### config.mk
export PLATFORM = sky130hd
export DESIGN_NAME = multicycle_control
export DESIGN_NICKNAME = d
export VERILOG_FILES = /design/src/rtl/multicycle_control.sv
export SDC_FILE = /design/constraint.sdc
export NUM_CORES = 1
export LEC_CHECK = 0
export CORE_MARGIN = 2
export CORE_UTILIZATION = 35
export CTS_BUF_LIST = sky130_fd_sc_hd__clkbuf_8
export DETAILED_ROUTE_END_ITERATION = 8
export PLACE_DENSITY = 0.73
export SYNTH_ARGS = -nofsm -noshare
export SYNTH_HDL_FRONTEND = slang
export SYNTH_SLANG_ARGS = --single-unit
### constraint.sdc
create_clock -name clk -period 2.82 [get_ports clk]
set_clock_uncertainty 0.05 [all_clocks]
set_input_delay 0.564 -clock clk [delete_from_list [all_inputs] [get_ports clk]]
set_output_delay 0.564 -clock clk [all_outputs]
set_load 0.02 [all_outputs]
### src/rtl/multicycle_control.sv
// multicycle_control: five-state MIPS multicycle controller for the ALU datapath.
// Define MULTICYCLE_CTRL_PERF_EN to add cycle_count/retired_count counters.
module multicycle_control #(
    parameter int ILLEGAL_TRAP = 0
) (
    input  logic        clk,
    input  logic        reset,
    input  logic [31:0] instruction,
    input  logic        instr_valid,
    output logic        instr_ready,
    input  logic        mem_ready,
    input  logic        Zero,
    output logic        ALUScr,
    output logic        RegWrite,
    output logic        RegDst,
    output logic [3:0]  ALUControl,
    output logic        MemRead,
    output logic        MemWrite,
    output logic        MemtoReg,
    output logic        PCWrite,
    output logic        branch_taken,
    output logic        illegal_op,
`ifdef MULTICYCLE_CTRL_PERF_EN
    output logic        busy,
    output logic [31:0] cycle_count,
    output logic [31:0] retired_count
`else
    output logic        busy
`endif
);

    typedef enum logic [2:0] {
        S_FETCH,
        S_DECODE,
        S_EXECUTE,
        S_MEMORY,
        S_WRITEBACK
    } state_t;

    state_t     state;
    state_t     state_nxt;
    logic [5:0] op_q;
    logic [5:0] funct_q;
    logic       sticky_q;
    logic       is_r;
    logic       is_lw;
    logic       is_sw;
    logic       is_beq;
    logic       legal;
    logic [3:0] alu_code;
    logic       alu_imm;
    logic       unused_bits;

    // Register fields are not needed by the controller
    assign unused_bits = ^instruction[25:6];

    // State register and opcode/funct latch on accept
    always_ff @(posedge clk) begin
        if (reset) begin
            state   <= S_FETCH;
            op_q    <= 6'd0;
            funct_q <= 6'd0;
        end else begin
            state <= state_nxt;
            if (state == S_FETCH && instr_valid) begin
                op_q    <= instruction[31:26];
                funct_q <= instruction[5:0];
            end
        end
    end

    // Sticky illegal flag, set when an unsupported instruction is decoded
    always_ff @(posedge clk) begin
        if (reset) begin
            sticky_q <= 1'b0;
        end else if (state == S_DECODE && !legal) begin
            sticky_q <= 1'b1;
        end
    end

    // Instruction classification and ALU operation from latched fields
    always_comb begin
        is_r     = 1'b0;
        is_lw    = 1'b0;
        is_sw    = 1'b0;
        is_beq   = 1'b0;
        legal    = 1'b0;
        alu_code = 4'b0000;
        alu_imm  = 1'b0;
        case (op_q)
            6'b000000: begin
                is_r  = 1'b1;
                legal = 1'b1;
                case (funct_q)
                    6'b100000: alu_code = 4'b0010;
                    6'b100010: alu_code = 4'b0110;
                    6'b100100: alu_code = 4'b0000;
                    6'b100101: alu_code = 4'b0001;
                    6'b101010: alu_code = 4'b0111;
                    6'b100111: alu_code = 4'b1100;
                    default:   legal    = 1'b0;
                endcase
            end
            6'b100011: begin
                is_lw    = 1'b1;
                legal    = 1'b1;
                alu_code = 4'b0010;
                alu_imm  = 1'b1;
            end
            6'b101011: begin
                is_sw    = 1'b1;
                legal    = 1'b1;
                alu_code = 4'b0010;
                alu_imm  = 1'b1;
            end
            6'b001000: begin
                legal    = 1'b1;
                alu_code = 4'b0010;
                alu_imm  = 1'b1;
            end
            6'b000100: begin
                is_beq   = 1'b1;
                legal    = 1'b1;
                alu_code = 4'b0110;
            end
            default: legal = 1'b0;
        endcase
    end

    // Next-state and output decode; reset forces every output low
    always_comb begin
        state_nxt    = state;
        instr_ready  = 1'b0;
        busy         = 1'b1;
        ALUScr       = 1'b0;
        ALUControl   = 4'b0000;
        RegWrite     = 1'b0;
        RegDst       = 1'b0;
        MemRead      = 1'b0;
        MemWrite     = 1'b0;
        MemtoReg     = 1'b0;
        PCWrite      = 1'b0;
        branch_taken = 1'b0;
        illegal_op   = 1'b0;
        case (state)
            S_FETCH: begin
                instr_ready = 1'b1;
                busy        = 1'b0;
                if (instr_valid) state_nxt = S_DECODE;
            end
            S_DECODE: begin
                if (legal) begin
                    state_nxt = S_EXECUTE;
                end else begin
                    illegal_op = 1'b1;
                    PCWrite    = 1'b1;
                    state_nxt  = S_FETCH;
                end
            end
            S_EXECUTE: begin
                ALUControl = alu_code;
                ALUScr     = alu_imm;
                if (is_beq) begin
                    PCWrite      = 1'b1;
                    branch_taken = Zero;
                    state_nxt    = S_FETCH;
                end else if (is_lw || is_sw) begin
                    state_nxt = S_MEMORY;
                end else begin
                    state_nxt = S_WRITEBACK;
                end
            end
            S_MEMORY: begin
                ALUControl = alu_code;
                ALUScr     = alu_imm;
                MemRead    = is_lw;
                MemWrite   = is_sw;
                if (mem_ready) begin
                    if (is_lw) begin
                        state_nxt = S_WRITEBACK;
                    end else begin
                        PCWrite   = 1'b1;
                        state_nxt = S_FETCH;
                    end
                end
            end
            S_WRITEBACK: begin
                ALUControl = alu_code;
                ALUScr     = alu_imm;
                RegWrite   = 1'b1;
                PCWrite    = 1'b1;
                RegDst     = is_r;
                MemtoReg   = is_lw;
                state_nxt  = S_FETCH;
            end
            default: state_nxt = S_FETCH;
        endcase
        if (ILLEGAL_TRAP != 0 && sticky_q) illegal_op = 1'b1;
        if (reset) begin
            instr_ready  = 1'b0;
            busy         = 1'b0;
            ALUScr       = 1'b0;
            ALUControl   = 4'b0000;
            RegWrite     = 1'b0;
            RegDst       = 1'b0;
            MemRead      = 1'b0;
            MemWrite     = 1'b0;
            MemtoReg     = 1'b0;
            PCWrite      = 1'b0;
            branch_taken = 1'b0;
            illegal_op   = 1'b0;
        end
    end

`ifdef MULTICYCLE_CTRL_PERF_EN
    // Free-running cycle and retirement counters, wrapping at 32 bits
    always_ff @(posedge clk) begin
        if (reset) begin
            cycle_count   <= 32'd0;
            retired_count <= 32'd0;
        end else begin
            cycle_count <= cycle_count + 32'd1;
            if (PCWrite) retired_count <= retired_count + 32'd1;
        end
    end
`endif

endmodule
Yosys cells after proc, flatten, opt, wreduce, memory -nomap -nowiden --
Index checks and enable logic that the tools add are counted.
Word-level totals: register bits 15, input port bits 37, output and inout bits 15, logic and storage cells 73
Cells by class: equal/unequal tests 16, muxes and demuxes 45, reduce and logical (&&, ||, !) cells 9
Operator list (number):
- == test 6 bit, second input constant | 8
- 2-to-1 mux 1 bit | 32
- one-hot mux 4 bit (5 select lines) | 1
- 2-to-1 mux 3 bit | 5
- one-hot mux 3 bit (4 select lines) | 1
- one-hot mux 4 bit (3 select lines) | 1
- 2-to-1 mux 4 bit | 2
- == test 3 x 2 -> 1 bit, second input constant | 2
- == test 6 x 3 -> 1 bit, second input constant | 1
- == test 6 x 4 -> 1 bit, second input constant | 1
- zero test 6 bit | 1
- OR reduction 3 bit | 2
- OR reduction 6 bit | 1
- inequality test 2 bit, second input constant | 2
- one-hot mux 1 bit (4 select lines) | 1
- OR reduction 4 bit | 1
- == test 3 x 1 -> 1 bit, second input constant | 1
- == test 3 bit, second input constant | 1
- zero test 3 bit | 1
- 2-to-1 mux 2 bit | 1
- one-hot mux 1 bit (2 select lines) | 1
- AND reduction 2 bit | 1
- logical AND 1 bit | 1
- logical OR 1 bit | 1

Longest topological paths before layout --
word-level depth 7, gate-level depth with buffers 6, gate-level depth less buffers 4

Least setup slack after synthesis --
Ideal clock, no wire load.
path kind flip-flop to output port, start register op_q[4], end output port ALUControl[0], arrival time 1.779 ns, data required time 2.206 ns, path slack 0.427 ns, stages on the path, launching flop included 6, cell sequence dfxtp_1 > buf_6 > or4_4 > nor4_4 > nor2b_1 > nor2b_1
On the way: longest elaborated chain between the ends 5, elaborated cells on any way between the ends 9, classes of those cells eq/ne: 4; mux: 3; reduce/logical: 2
Ends and longest elaborated chain:
- start, declared | RTL line 42 | logic [5:0] op_q;
- start signal, assigned | RTL line 66 | op_q <= instruction[31:26];
- == test 6 x 4 -> 1 bit or == test 6 bit (tied branches) | RTL line 90 | case (op_q)
- OR reduction 3 bit (no line)
- one-hot mux 4 bit (3 select lines) (*) | RTL line 90
- 2-to-1 mux 4 bit (*) | RTL line 145 | case (state)
- 2-to-1 mux 4 bit (*) | RTL line 199 | if (reset) begin
- end, declared | RTL line 16 | output logic [3:0] ALUControl,
Mark *: on every way between the ends. The rest lies on a longest branch, timed or not.

Worst setup path after layout --
start register op_q[4], end output port PCWrite
On the way: longest elaborated chain between the ends 6, elaborated cells on any way between the ends 15, classes of those cells eq/ne: 4; mux: 9; reduce/logical: 2
Ends and longest elaborated chain:
- == test 6 x 3 -> 1 bit, or another cell as far along | RTL line 90
- OR reduction 4 bit (no line) or 2-to-1 mux 1 bit (tied branches)
- one-hot mux 1 bit (2 select lines) or 2-to-1 mux 1 bit (tied branches) | RTL line 90, 179
- 2-to-1 mux 1 bit (on tied branches) | RTL line 152, 178
- one-hot mux 1 bit (4 select lines) (*) | RTL line 145
- 2-to-1 mux 1 bit (*) | RTL line 199
- end, declared | RTL line 20 | output logic PCWrite,
Marked as above.

==> run metrics <==
internal power summed over all cells=383 µW; total routed wire length on the met1 layer=1120 µm; Critical Path, Cell by Cell=or4_4 > nor4_4 > buf_4 > a2111oi_1 > o21a_1 > clkdlybuf4s15_2; antenna cell count=0; Sequential cell area=300 µm²; xor and xnor fraction of the mapped netlist area=0.916%; asr flop ratio synth=0%; origin of the worst min-delay path=funct_q[4]$_SDFFE_PP0P_; # clock sinks=15; run status=finished clean; beginning of the worst register-to-register path=op_q[4]$_SDFFE_PP0P_; standard cell with the maximum stage delay on the critical path=sky130_fd_sc_hd__or4_4; sort of element at the end of the critical path=output pin; number of violations reported at the end of detailed-routing iteration 0=27; latest clock arrival within the worst-skew pair=0.25 ns; area occupied by multi-input gates=603 µm²; drt total wl=2670 µm; maximum operating frequency=0.365 GHz; power per standard cell area=392 nW/µm²; Syn Inst Count=133; Area growth, synth to finish=44.1%; antenna violations before repair=0; fraction of layout instances using a drive strength above 1=16.3%; Max VDD drop=0.000308 V; RSZ-0062 raised after global routing=no; mean instance size in the synthesized netlist=7.19 µm²; Tightest Hold Check Type=register to register; I/O pin cnt=52; Post-synth top flop=sky130_fd_sc_hd__dfxtp_1; worst slack on hold paths=0.406 ns; signal arrival time at the worst endpoint=2.13 ns; DRC=0; global-route usage over all layers=17.9%; half-perimeter wire length after detailed placement=2050 µm; sequential-to-total area share from yosys stat=31.4%; setup ws final=0.0783 ns; relative slew slack=69.1%; fin nets=210; Max Cap Viol=0; count of buffers inserted at the top-level ports=31; grt total ovfl=0; dominant combinational cell family by area after synthesis=simple AND/OR/NAND/NOR gates; vias per cell=5.48; via count of the first global-routing pass=1,121; First-pass DRT Iterations=4; fraction of the mapped netlist area in compound gates=17.7%; fraction of the mapped netlist area in simple logic gates=43.3%; maximum number of pins on one net before global-route repair=14; core area=2520 µm²; Syn Std Cell Area=956 µm²; total negative slack=0 ns; number of rows in the core area=18; Tmin final=2.74 ns; setup violation total in the final timing report=0; starting density of the core=37.9%; Setup crit start=op_q[4]$_SDFFE_PP0P_; category of the critical setup timing path=register to output pin; synth unique cells=39; adder and majority gate portion of the synthesized area=0%; global-route wire length before repair=4600 µm; Post-Place Worst Slack=-0.148 ns; Horiz. Die Dim=56.3 µm; register bit count reported by yosys=15; clock-pin slew on the worst setup and hold paths=0.07 ns; slew at the pin closest to its max-slew limit=0.463 ns; final period utilization=97.2%; Post-synth EDFFs=0; total leakage power=0.593 nW; Avg WL per Cell=13.2 µm; sequential cell fraction of total power=44.6%; Die Y=56.3 µm; number of max-slew violations in the final report=0; synthesized net count=170; TritonCTS clock tree=built; number of buffers inserted during clock tree synthesis=3; Clock Power Share=33.3%; maximum root-to-sink buffer count=2; metal2 WL=1370 µm; metal3 WL=148 µm; startpoint types=register; final hold vios=0; number of inserted filler cells in the final layout=261; Logic pwr share=22.2%; Syn. warnings=0; fraction of power spent switching nets=29.1%; antenna-violating nets left=0; gpl congestion=0.816; vias post-DR=1,106; switching power of the nets=157 µW; DIE AREA=3170 µm²; Max stage delay on crit path=0.57 ns; worst path required time=2.21 ns; highest routed layer=met4; mux cell area share after synthesis=1.18%; number of H-tree levels=1; maximum fanout encountered on the critical timing path=5; buffer type at the clock tree root=sky130_fd_sc_hd__clkbuf_8
## area by class of cell
type	instances	share of cell area, %
clock buffers	3	3.00
clock inverters	1	0.272
inverters	2	0.545
multi-input cells	107	43.8
flip-flops and latches	15	21.8
well taps	30	2.72
repair buffers	44	27.9
## cells in the final DEF (no fill, tap or decap), types with 2 or more instances in the layout
| cell | count |
|---|---|
| sky130_fd_sc_hd__a211oi_1 | 2 |
| sky130_fd_sc_hd__a21oi_1 | 13 |
| sky130_fd_sc_hd__a31oi_1 | 4 |
| sky130_fd_sc_hd__and3_1 | 3 |
| sky130_fd_sc_hd__buf_2 | 2 |
| sky130_fd_sc_hd__buf_4 | 13 |
| sky130_fd_sc_hd__clkbuf_8 | 3 |
| sky130_fd_sc_hd__clkdlybuf4s50_1 | 16 |
| sky130_fd_sc_hd__dfxtp_1 | 15 |
| sky130_fd_sc_hd__dlygate4sd2_1 | 10 |
| sky130_fd_sc_hd__inv_1 | 3 |
| sky130_fd_sc_hd__nand2_1 | 27 |
| sky130_fd_sc_hd__nand2b_1 | 4 |
| sky130_fd_sc_hd__nor2_1 | 17 |
| sky130_fd_sc_hd__nor2b_1 | 3 |
| sky130_fd_sc_hd__nor3_1 | 4 |
| sky130_fd_sc_hd__nor4_1 | 3 |
| sky130_fd_sc_hd__o21ai_0 | 3 |
| sky130_fd_sc_hd__or4_2 | 2 |
## power by group through the flow
stage	combinational [mW]	sequential (mW)	clock, mW
floorplan	0.0742	0.239	0
global placement	0.116	0.243	0
detailed placement	0.120	0.245	0
CTS	0.121	0.240	0.180
global route	0.131	0.243	0.192
finish	0.120	0.241	0.180
## registers in the layout, summed over array words and instances, names as in the netlist
name	flops
op_q	6
funct_q	6
state	3
## logic make-up after synthesis
logic type / after synthesis
AO/OA/AOI/OAI: 28
XOR/XNOR: 1
buffers and inverters: 11
flip-flops: 15
multiplexers: 1
AND/OR/NAND/NOR: 77
## synthesized netlist by cell type (2+ instances only)
cell | n | area share [%]
sky130_fd_sc_hd__nand2b_1 | 4 | 2.6
sky130_fd_sc_hd__o21ai_0 | 3 | 1.6
sky130_fd_sc_hd__a21oi_1 | 13 | 6.8
sky130_fd_sc_hd__nor3_1 | 4 | 2.1
sky130_fd_sc_hd__nor4_1 | 3 | 2.0
sky130_fd_sc_hd__dfxtp_1 | 15 | 31
sky130_fd_sc_hd__a31oi_1 | 4 | 2.6
sky130_fd_sc_hd__nor2b_1 | 3 | 2.0
sky130_fd_sc_hd__and3_1 | 3 | 2.0
sky130_fd_sc_hd__a211oi_1 | 2 | 1.6
sky130_fd_sc_hd__nor2_1 | 17 | 6.7
sky130_fd_sc_hd__or4_2 | 2 | 1.8
sky130_fd_sc_hd__nand2_1 | 27 | 11
sky130_fd_sc_hd__inv_1 | 2 | 0.79
sky130_fd_sc_hd__clkbuf_1 | 7 | 2.7
## worst max-delay path, delay by kind of cell, from the launching register on
kind / cells / cell delay [ns]
flops: 1 / 0.35
buf+inv: 2 / 0.41
compound gates: 2 / 0.29
simple gates: 2 / 0.83
## metal layers
layer	GRT usage, %	vias up
met3	4.15	5
met2	34.8	37
met5	0	-
li1	-	544
met1	18.6	520
met4	5.78	0
## path summary, 6_finish.rpt
check | endpoint | slack, ns | depth (start not counted)
worst max-delay path | PCWrite | 0.08 | 6
worst min-delay path | funct_q[4]$_SDFFE_PP0P_ | 0.41 | 2
worst max register to register | state[1]$_SDFFE_PP0P_ | 1.05 | 6
worst min register to register | funct_q[4]$_SDFFE_PP0P_ | 0.41 | 2
## per-stage QoR
step / utilization [%] / instances / cell area (µm²) / total power [mW]
after global placement: 53.2 / 196 / 1340 / 0.359
after floorplan: - / 133 / 956 / 0.313
after global routing: 54.6 / 202 / 1380 / 0.566
after detailed placement: 53.2 / 196 / 1340 / 0.364
final: 54.6 / 202 / 1380 / 0.540
after CTS: 54.7 / 202 / 1380 / 0.540
## what timing repair did
action | CTS | global route
buffers inserted | 2 | 0
hold buffers | 0 | 0
endpoints found under the setup margin | 14 | 3
gates resized for setup | 23 | 2
pin swaps | 1 | 1
endpoints found under the hold margin | 0 | 0
Power figures use the tool's default switching activity.
